File: config.mk
export PLATFORM = sky130hd
export DESIGN_NAME = div_share_arbiter_flat
export DESIGN_NICKNAME = d
export VERILOG_FILES = /design/src/rtl/div_share_arbiter_if.sv /design/src/rtl/div_share_arbiter.sv /design/src/flat_wrapper.sv
export SDC_FILE = /design/constraint.sdc
export NUM_CORES = 1
export LEC_CHECK = 0
export ABC_AREA = 1
export BUFFER_PORTS_ARGS = -buffer_cell sky130_fd_sc_hd__buf_2
export CAP_MARGIN = 40
export CORE_AREA = 3 3 76 78
export CTS_CLUSTER_SIZE = 20
export DETAILED_ROUTE_END_ITERATION = 8
export DIE_AREA = 0 0 79 81
export HOLD_SLACK_MARGIN = 0.02
export PLACE_DENSITY = 0.82
export SLEW_MARGIN = 20
export SYNTH_ARGS = -nofsm -noshare
export SYNTH_HDL_FRONTEND = slang
export SYNTH_SLANG_ARGS = --single-unit
File: constraint.sdc
create_clock -name i_CLK -period 3.85 [get_ports i_CLK]
set_input_delay 0.1925 -clock i_CLK [delete_from_list [all_inputs] [get_ports i_CLK]]
set_output_delay 0.1925 -clock i_CLK [all_outputs]
set_load 0.01 [all_outputs]
File: src/rtl/div_share_arbiter_if.sv
// rtl/div_share_arbiter_if.sv - requester, divider and response signals of the shared divider arbiter
interface div_share_arbiter_if #(
    parameter int NUM_REQ = 4
);
    localparam int ID_W = $clog2(NUM_REQ);

    logic [NUM_REQ-1:0]   i_REQ;
    logic [NUM_REQ*8-1:0] i_DIVIDEND;
    logic [NUM_REQ*8-1:0] i_DIVISOR;
    logic [NUM_REQ-1:0]   o_GNT;
    logic                 o_DIV_START;
    logic [7:0]           o_DIV_DIVIDEND;
    logic [7:0]           o_DIV_DIVISOR;
    logic [13:0]          i_DIV_QUOTIENT;
    logic                 o_RESP_VALID;
    logic [ID_W-1:0]      o_RESP_ID;
    logic [13:0]          o_QUOTIENT;
    logic                 o_DIVZERO;
    logic                 o_BUSY;

    modport slave (
        input  i_REQ, i_DIVIDEND, i_DIVISOR, i_DIV_QUOTIENT,
        output o_GNT, o_DIV_START, o_DIV_DIVIDEND, o_DIV_DIVISOR,
        output o_RESP_VALID, o_RESP_ID, o_QUOTIENT, o_DIVZERO, o_BUSY
    );

    modport master (
        output i_REQ, i_DIVIDEND, i_DIVISOR, i_DIV_QUOTIENT,
        input  o_GNT, o_DIV_START, o_DIV_DIVIDEND, o_DIV_DIVISOR,
        input  o_RESP_VALID, o_RESP_ID, o_QUOTIENT, o_DIVZERO, o_BUSY
    );
endinterface

File: src/rtl/div_share_arbiter.sv
// rtl/div_share_arbiter.sv - round-robin sharing of one 8-bit LUT divider between pixel requesters
module div_share_arbiter #(
    parameter int NUM_REQ = 4,
    parameter int DIV_LAT = 2
) (
    input logic                i_CLK,
    input logic                i_RSTn,
    div_share_arbiter_if.slave bus
);
    localparam int ID_W = $clog2(NUM_REQ);

    logic [ID_W-1:0]              ptr;
    logic                         gnt_any;
    logic [ID_W-1:0]              gnt_id;
    logic [7:0]                   sel_dividend;
    logic [7:0]                   sel_divisor;
    // Stage s holds the operation accepted s edges ago; stage DIV_LAT meets the divider result.
    logic [DIV_LAT:0]             tag_v;
    logic [DIV_LAT:0]             tag_z;
    logic [DIV_LAT:0][ID_W-1:0]   tag_id;

    // First requester at or above the pointer (wrapping) wins; nothing is granted while in reset.
    always_comb begin
        logic [ID_W:0]   sum;
        logic [ID_W-1:0] idx;
        gnt_any      = 1'b0;
        gnt_id       = '0;
        sum          = '0;
        idx          = '0;
        sel_dividend = '0;
        sel_divisor  = '0;
        for (int i = 0; i < NUM_REQ; i++) begin
            sum = {1'b0, ptr} + (ID_W+1)'(i);
            if (sum >= (ID_W+1)'(NUM_REQ)) begin
                sum = sum - (ID_W+1)'(NUM_REQ);
            end
            idx = sum[ID_W-1:0];
            if (!gnt_any && bus.i_REQ[idx]) begin
                gnt_any = 1'b1;
                gnt_id  = idx;
            end
        end
        if (!i_RSTn) begin
            gnt_any = 1'b0;
            gnt_id  = '0;
        end
        for (int k = 0; k < NUM_REQ; k++) begin
            if (gnt_id == ID_W'(k)) begin
                sel_dividend = bus.i_DIVIDEND[k*8 +: 8];
                sel_divisor  = bus.i_DIVISOR[k*8 +: 8];
            end
        end
    end

    assign bus.o_GNT  = gnt_any ? (NUM_REQ'(1) << gnt_id) : '0;
    assign bus.o_BUSY = (|tag_v) | bus.o_DIV_START;

    // Issue to the divider, advance the tag pipeline and return tagged results.
    always_ff @(posedge i_CLK or negedge i_RSTn) begin
        if (!i_RSTn) begin
            ptr                <= '0;
            tag_v              <= '0;
            tag_z              <= '0;
            tag_id             <= '0;
            bus.o_DIV_START    <= 1'b0;
            bus.o_DIV_DIVIDEND <= '0;
            bus.o_DIV_DIVISOR  <= '0;
            bus.o_RESP_VALID   <= 1'b0;
            bus.o_RESP_ID      <= '0;
            bus.o_QUOTIENT     <= '0;
            bus.o_DIVZERO      <= 1'b0;
        end else begin
            tag_v  <= {tag_v[DIV_LAT-1:0], gnt_any};
            tag_z  <= {tag_z[DIV_LAT-1:0], (sel_divisor == 8'd0)};
            tag_id <= {tag_id[DIV_LAT-1:0], gnt_id};

            bus.o_DIV_START <= gnt_any;
            if (gnt_any) begin
                bus.o_DIV_DIVIDEND <= sel_dividend;
                bus.o_DIV_DIVISOR  <= sel_divisor;
                ptr <= (gnt_id == ID_W'(NUM_REQ-1)) ? '0 : gnt_id + ID_W'(1);
            end

            bus.o_RESP_VALID <= tag_v[DIV_LAT];
            if (tag_v[DIV_LAT]) begin
                bus.o_RESP_ID  <= tag_id[DIV_LAT];
                bus.o_DIVZERO  <= tag_z[DIV_LAT];
                bus.o_QUOTIENT <= tag_z[DIV_LAT] ? 14'h3FFF : bus.i_DIV_QUOTIENT;
            end
        end
    end
endmodule

File: src/flat_wrapper.sv
// flat-port wrapper written by rule: the top's interface ports become plain ports
module div_share_arbiter_flat 
#(
    parameter int NUM_REQ = 4,
    parameter int DIV_LAT = 2
)
  (i_CLK, i_RSTn, bus_i_REQ, bus_i_DIVIDEND, bus_i_DIVISOR, bus_i_DIV_QUOTIENT, bus_o_GNT, bus_o_DIV_START, bus_o_DIV_DIVIDEND, bus_o_DIV_DIVISOR, bus_o_RESP_VALID, bus_o_RESP_ID, bus_o_QUOTIENT, bus_o_DIVZERO, bus_o_BUSY);
  div_share_arbiter_if #(.NUM_REQ(NUM_REQ)) bus_i ();
  input logic i_CLK;
  input logic i_RSTn;
  input wire logic [$bits(bus_i.i_REQ)-1:0] bus_i_REQ;
  input wire logic [$bits(bus_i.i_DIVIDEND)-1:0] bus_i_DIVIDEND;
  input wire logic [$bits(bus_i.i_DIVISOR)-1:0] bus_i_DIVISOR;
  input wire logic [$bits(bus_i.i_DIV_QUOTIENT)-1:0] bus_i_DIV_QUOTIENT;
  output wire logic [$bits(bus_i.o_GNT)-1:0] bus_o_GNT;
  output wire logic [$bits(bus_i.o_DIV_START)-1:0] bus_o_DIV_START;
  output wire logic [$bits(bus_i.o_DIV_DIVIDEND)-1:0] bus_o_DIV_DIVIDEND;
  output wire logic [$bits(bus_i.o_DIV_DIVISOR)-1:0] bus_o_DIV_DIVISOR;
  output wire logic [$bits(bus_i.o_RESP_VALID)-1:0] bus_o_RESP_VALID;
  output wire logic [$bits(bus_i.o_RESP_ID)-1:0] bus_o_RESP_ID;
  output wire logic [$bits(bus_i.o_QUOTIENT)-1:0] bus_o_QUOTIENT;
  output wire logic [$bits(bus_i.o_DIVZERO)-1:0] bus_o_DIVZERO;
  output wire logic [$bits(bus_i.o_BUSY)-1:0] bus_o_BUSY;
  assign bus_i.i_REQ = bus_i_REQ;
  assign bus_i.i_DIVIDEND = bus_i_DIVIDEND;
  assign bus_i.i_DIVISOR = bus_i_DIVISOR;
  assign bus_i.i_DIV_QUOTIENT = bus_i_DIV_QUOTIENT;
  assign bus_o_GNT = bus_i.o_GNT;
  assign bus_o_DIV_START = bus_i.o_DIV_START;
  assign bus_o_DIV_DIVIDEND = bus_i.o_DIV_DIVIDEND;
  assign bus_o_DIV_DIVISOR = bus_i.o_DIV_DIVISOR;
  assign bus_o_RESP_VALID = bus_i.o_RESP_VALID;
  assign bus_o_RESP_ID = bus_i.o_RESP_ID;
  assign bus_o_QUOTIENT = bus_i.o_QUOTIENT;
  assign bus_o_DIVZERO = bus_i.o_DIVZERO;
  assign bus_o_BUSY = bus_i.o_BUSY;
  div_share_arbiter #(.NUM_REQ(NUM_REQ), .DIV_LAT(DIV_LAT)) u_core (.i_CLK(i_CLK), .i_RSTn(i_RSTn), .bus(bus_i));
endmodule
Word-level counts from Yosys, hierarchy flattened --
Cells that the tools add are included.
Storage, ports and cells: bits in registers 49, word-level logic and storage cells 76
Operators by class: add/sub/neg operators 8, magnitude comparators 8, equal/unequal tests 3, shift operators 1, muxes and demuxes 33, bitwise operators 1, reductions and logical operators 9
Operators with widths (count):
- $mux 8 | 8
- $mux 2 | 10
- $mux 14 | 1
- $lt 2x3->1 const B | 4
- $ge 3x3->1 const B | 3
- $mux 1 | 9
- $bmux 1 s2 | 4
- $logic_not 8->1 | 1
- $sub 2x1->2 const B | 4
- $add 2x2->3 const B | 2
- $eq 2x2->1 const B | 2
- $mux 4 | 1
- $shl 1x2->4 const A | 1
- $add 2x1->3 const B | 1
- $ge 2x3->1 const B | 1
- $logic_and 1x1->1 | 3
- $logic_not 1->1 | 3
- $reduce_or 3->1 | 1
- $add 2x1->2 const B | 1
- $eq 2x1->1 const B | 1
- $logic_not 2->1 | 1
- $or 1x1->1 | 1

Depth between registers and ports, before layout --
depth in word-level cells 21, gate-level depth with buffers 23, depth with buffers taken out 20

Worst setup path after synthesis --
No wires, ideal clock.
path kind register to register, from register u_core.ptr[0], to register u_core.tag_z[0], library setup time 0.115 ns, arrival 2.463 ns, data required time 3.735 ns, path slack 1.271 ns, stages on the path, launching flop included 24, path buffers 4, cell sequence dfrtp_1 -> buf_4 -> nand2_1 -> nand2_2 -> nand2_2 -> nand2_2 -> nor2_4 -> nand3_1 -> nand2_1 -> buf_6 -> inv_2 -> nand2_1 -> inv_1 -> ha_1 -> buf_2 -> nor2_2 -> buf_2 -> nand2_1 -> nand2_1 -> nand2_1 -> nand2_1 -> inv_1 -> nand4_1 -> nor2_1
Between the ends: longest elaborated chain between the ends 21, elaborated cells between the ends (all ways) 46, classes of those cells 7 x add/sub; 4 x order compare; 3 x eq/ne; 24 x mux; 8 x reduce/logical
Ends and longest elaborated chain:
- from (decl) | line div_share_arbiter.sv:12 | logic [ID_W-1:0] ptr;
- from (signal assigned) | line div_share_arbiter.sv:81 | ptr <= (gnt_id == ID_W'(NUM_REQ-1)) ? '0 : gnt_id + ID_W'(1);
- branches (longest 13 deep; another with $add 2x1->3)
- $mux 2 * | line div_share_arbiter.sv:38 | if (!gnt_any && bus.i_REQ[idx]) begin
- $mux 2 * | line div_share_arbiter.sv:43 | if (!i_RSTn) begin
- named net u_core.gnt_id[0] | line div_share_arbiter.sv:14 | logic [ID_W-1:0] gnt_id;
- $logic_not 2->1 | line div_share_arbiter.sv:48 | if (gnt_id == ID_W'(k)) begin
- $mux 8 (3 in series) | line div_share_arbiter.sv:48
- $mux 8 * | line div_share_arbiter.sv:48
- $logic_not 8->1 * | line div_share_arbiter.sv:74 | tag_z <= {tag_z[DIV_LAT-1:0], (sel_divisor == 8'd0)};
- to (signal assigned) | line div_share_arbiter.sv:74
- to (decl) | line div_share_arbiter.sv:19 | logic [DIV_LAT:0] tag_z;
Mark *: on every way through the listed nets, which the timed path passes. The select of a mux whose other input is x is not followed. A chain may end at the register's enable or synchronous reset.

Final worst setup path --
Same ends and word-level chain as after synthesis.

==> out/results.txt <==
RR Startpoint: u_core.ptr[0]$_DFFE_PN0P_
Initial DRC Count: 129
WP data required: 4050 ps
P_leak: 1.906 nW
Routed Antenna Nets: 0
Avg Inst Size Synth: 7.380 sq um
Setup Buffers After CTS: 0
Pre-Repair DR Iteration Count: 5
Measured slew at the worst slew-check pin: 602.3 ps
Commonest non-fill, non-tap cell in the layout: nand2_1
Largest net degree at the start of global routing: 49
Switching share of power: 45.60%
FF+latch count, synth: 48
Wire length per cell: 11.98 microns
Antenna violations before repair: 0
WS Path Type: flip-flop to flip-flop
Sequential power share: 30.7%
Met2 wire length: 2844 microns
P&R area growth vs syn: 30.66%
Vias per cell: 4.976
Clock root cell: clkbuf_8
CTS H-tree depth: 2
Max Freq: 317.2 MHz
RSZ-0062 raised after global routing: false
CP endpoint kind: flip-flop
Die H: 81 microns
Post-Synth Adder-Cell Area: 1.971%
Pwr dens: 831.9 nW/um^2
Layout Cells excl Fill: 534
Mux cell area share after synthesis: 3.154%
Cts hold-fix bufs: 0
Vias: 2657
Final Hold Violating Endpoints: 0
XOR/XNOR share of the synthesized area: 0%
Final hold slack: 24.63 ps
Final setup viols: 0
Status: completed
ANT cells: 0
CTS tree: built
# rows: 26
Horiz. Die Dim: 79 microns
Cell internal pwr: 1.501 mW
Post-synthesis simple-gate area fraction: 29.77%
Crit path from: u_core.ptr[0]$_DFFE_PN0P_
CTS resizes: 0
Logic pwr share: 56.0%
Worst hold path class: input port to asynchronous set/reset pin
Final Critical Period: 3153 ps
Largest family of logic cells by synthesized area: simple AND/OR/NAND/NOR gates
Syn Nets: 432
Compound-Gate Fraction of Synth Area: 11.24%
TritonCTS buffer count: 5
Vias in the first global route: 2300
DRC viols: 0
Crit path launch type: flip-flop
Reg clk slew, reported paths: 80 ps
Crit path max fanout: 18
Mapped Cells: 344
Setup TNS: 0 ps
Metal-1 WL: 2755 microns
YS warnings: 0
Place WS: 714.9 ps
Dpl hpwl: 5039 microns
Reg2Reg Depth: 21
Layout cells sized above 1: 31.25%
Clock Latency Late Sink: 290 ps
Die area: 6399 sq um
Cell variety after synth: 21
GRT Overall Usage: 20.50%
IO Port Bufs: 123
Final-stage net count: 551
Crit Reg-Reg Endpoint: u_core.tag_z[0]$_DFF_PN0_
Dpl cells: 525
I/O pin cnt: 124
Register area share after synthesis: 47.31%
Data arrival, critical path: 3350 ps
Slew margin rel.: 59.80%
Highest metal used: met4
Setup ws final: 696.9 ps
Core Box Area: 5140 sq um
Routability cong.: 0.9675
Max-slew violation count: 0
First-pass GRT wire length: 10410 microns
Met3 routed WL: 628 microns
Clock power frac: 13.3%
CTS Sinks: 48
Final worst path period share: 81.90%
Clock tree buffer depth: 2
Mapped Area: 2539 sq um
VDD IR-drop max: 497.4 uV
P_sw: 1.258 mW
Starting Density: 49.39%
Most frequent cells in the layout: 147 x nand2_1, 123 x buf_2, 48 x dfrtp_1, 26 x nor2_1, 24 x a21oi_1
Setup Skew: 7.352 ps
Routed wire length: 6397 microns
Max Cap Viol: 0
FF-to-FF setup slack: 700 ps
Grt ovf: 0
## layout make-up
type | count | area (sq um)
multi-input combinational | 260 | 1171
fill | 443 | 1823
sequential | 48 | 1201
clock inverter | 2 | 38.79
timing repair buffer | 128 | 660.6
inverter | 20 | 75.07
tap | 70 | 87.58
clock buffer | 6 | 82.58
## power groups by stage
stage / clock, mW / combinational (mW) / sequential, mW
CTS: 0.380 / 1.54 / 0.845
finish: 0.368 / 1.54 / 0.847
global placement: 0 / 1.49 / 0.847
global route: 0.401 / 1.76 / 0.877
floorplan: 0 / 1.04 / 0.894
detailed placement: 0 / 1.54 / 0.853
## worst max-delay path, cell delays in order (launching register included)
cell and delay, ps:
dfrtp_1 530, inv_2 140, nand2_1 90, nand2_1 70, nand2_1 100, nand2_2 70, nor2_4 110, nand3_1 80
nand2_1 90, inv_2 60, nand2_1 100, inv_1 90, ha_1 200, buf_4 200, nor2_2 500, nand2_1 110
nand2_1 80, nand2_1 40, nand2_1 60, o21ai_0 150, nand4_1 120, nor2_1 40
## cell usage after synthesis (all sizes together)
| master | number | area share [%] |
|---|---|---|
| inv | 18 | 2.7 |
| nand3 | 10 | 2.0 |
| a21oi | 24 | 4.7 |
| clkinv | 2 | 0.30 |
| dfrtp | 48 | 47 |
| nand4 | 1 | 0.25 |
| nand2 | 151 | 23 |
| ha | 4 | 2.0 |
| clkbuf | 8 | 1.2 |
| nand3b | 1 | 0.30 |
| buf | 8 | 2.4 |
| nor2 | 28 | 4.5 |
| o21ai | 33 | 6.5 |
| mux2i | 8 | 3.2 |
## how the worst max path moves through the flow
| stage | end | slack, ps | cells after the start |
|---|---|---|---|
| after floorplan | u_core.tag_z[0]$_DFF_PN0_ | 1270 | 23 |
| after global placement | u_core.tag_z[0]$_DFF_PN0_ | 810 | 16 |
| after detailed placement | u_core.tag_z[0]$_DFF_PN0_ | 710 | 15 |
| after CTS | bus_o_GNT[3] | 600 | 14 |
| after global routing | u_core.tag_z[0]$_DFF_PN0_ | 370 | 20 |
| final | u_core.tag_z[0]$_DFF_PN0_ | 700 | 21 |
## registers in the layout (all words and copies together), names as in the netlist, 2 cells and up
signal                     cells
u_core.bus.o_DIV_DIVIDEND      8
u_core.bus.o_DIV_DIVISOR       8
u_core.bus.o_QUOTIENT         14
u_core.bus.o_RESP_ID           2
u_core.ptr                     2
u_core.tag_id                  6
u_core.tag_v                   3
u_core.tag_z                   3
## per-layer routing
layer	up-vias	global-route usage, %
met2	158	32.74
li1	1324	-
met1	1160	26.64
met4	0	9.450
met5	-	0
met3	15	4.656
## through the flow
stage / power [mW] / area, sq um / util (%)
6_report: 2.759 / 3317 / 64.53
3_5_place_dp: 2.388 / 3181 / 61.88
2_1_floorplan: 1.939 / 2539 / -
4_1_cts: 2.761 / 3302 / 64.24
5_1_grt: 3.036 / 3317 / 64.53
3_3_place_gp: 2.342 / 3181 / 61.88
## cells by family after synthesis
kind of cell    Yosys count
flops                    48
buf+inv                  36
compound gates           57
simple gates            191
fa+ha+maj                 4
mux                       8
Power figures use the tool's default switching activity.
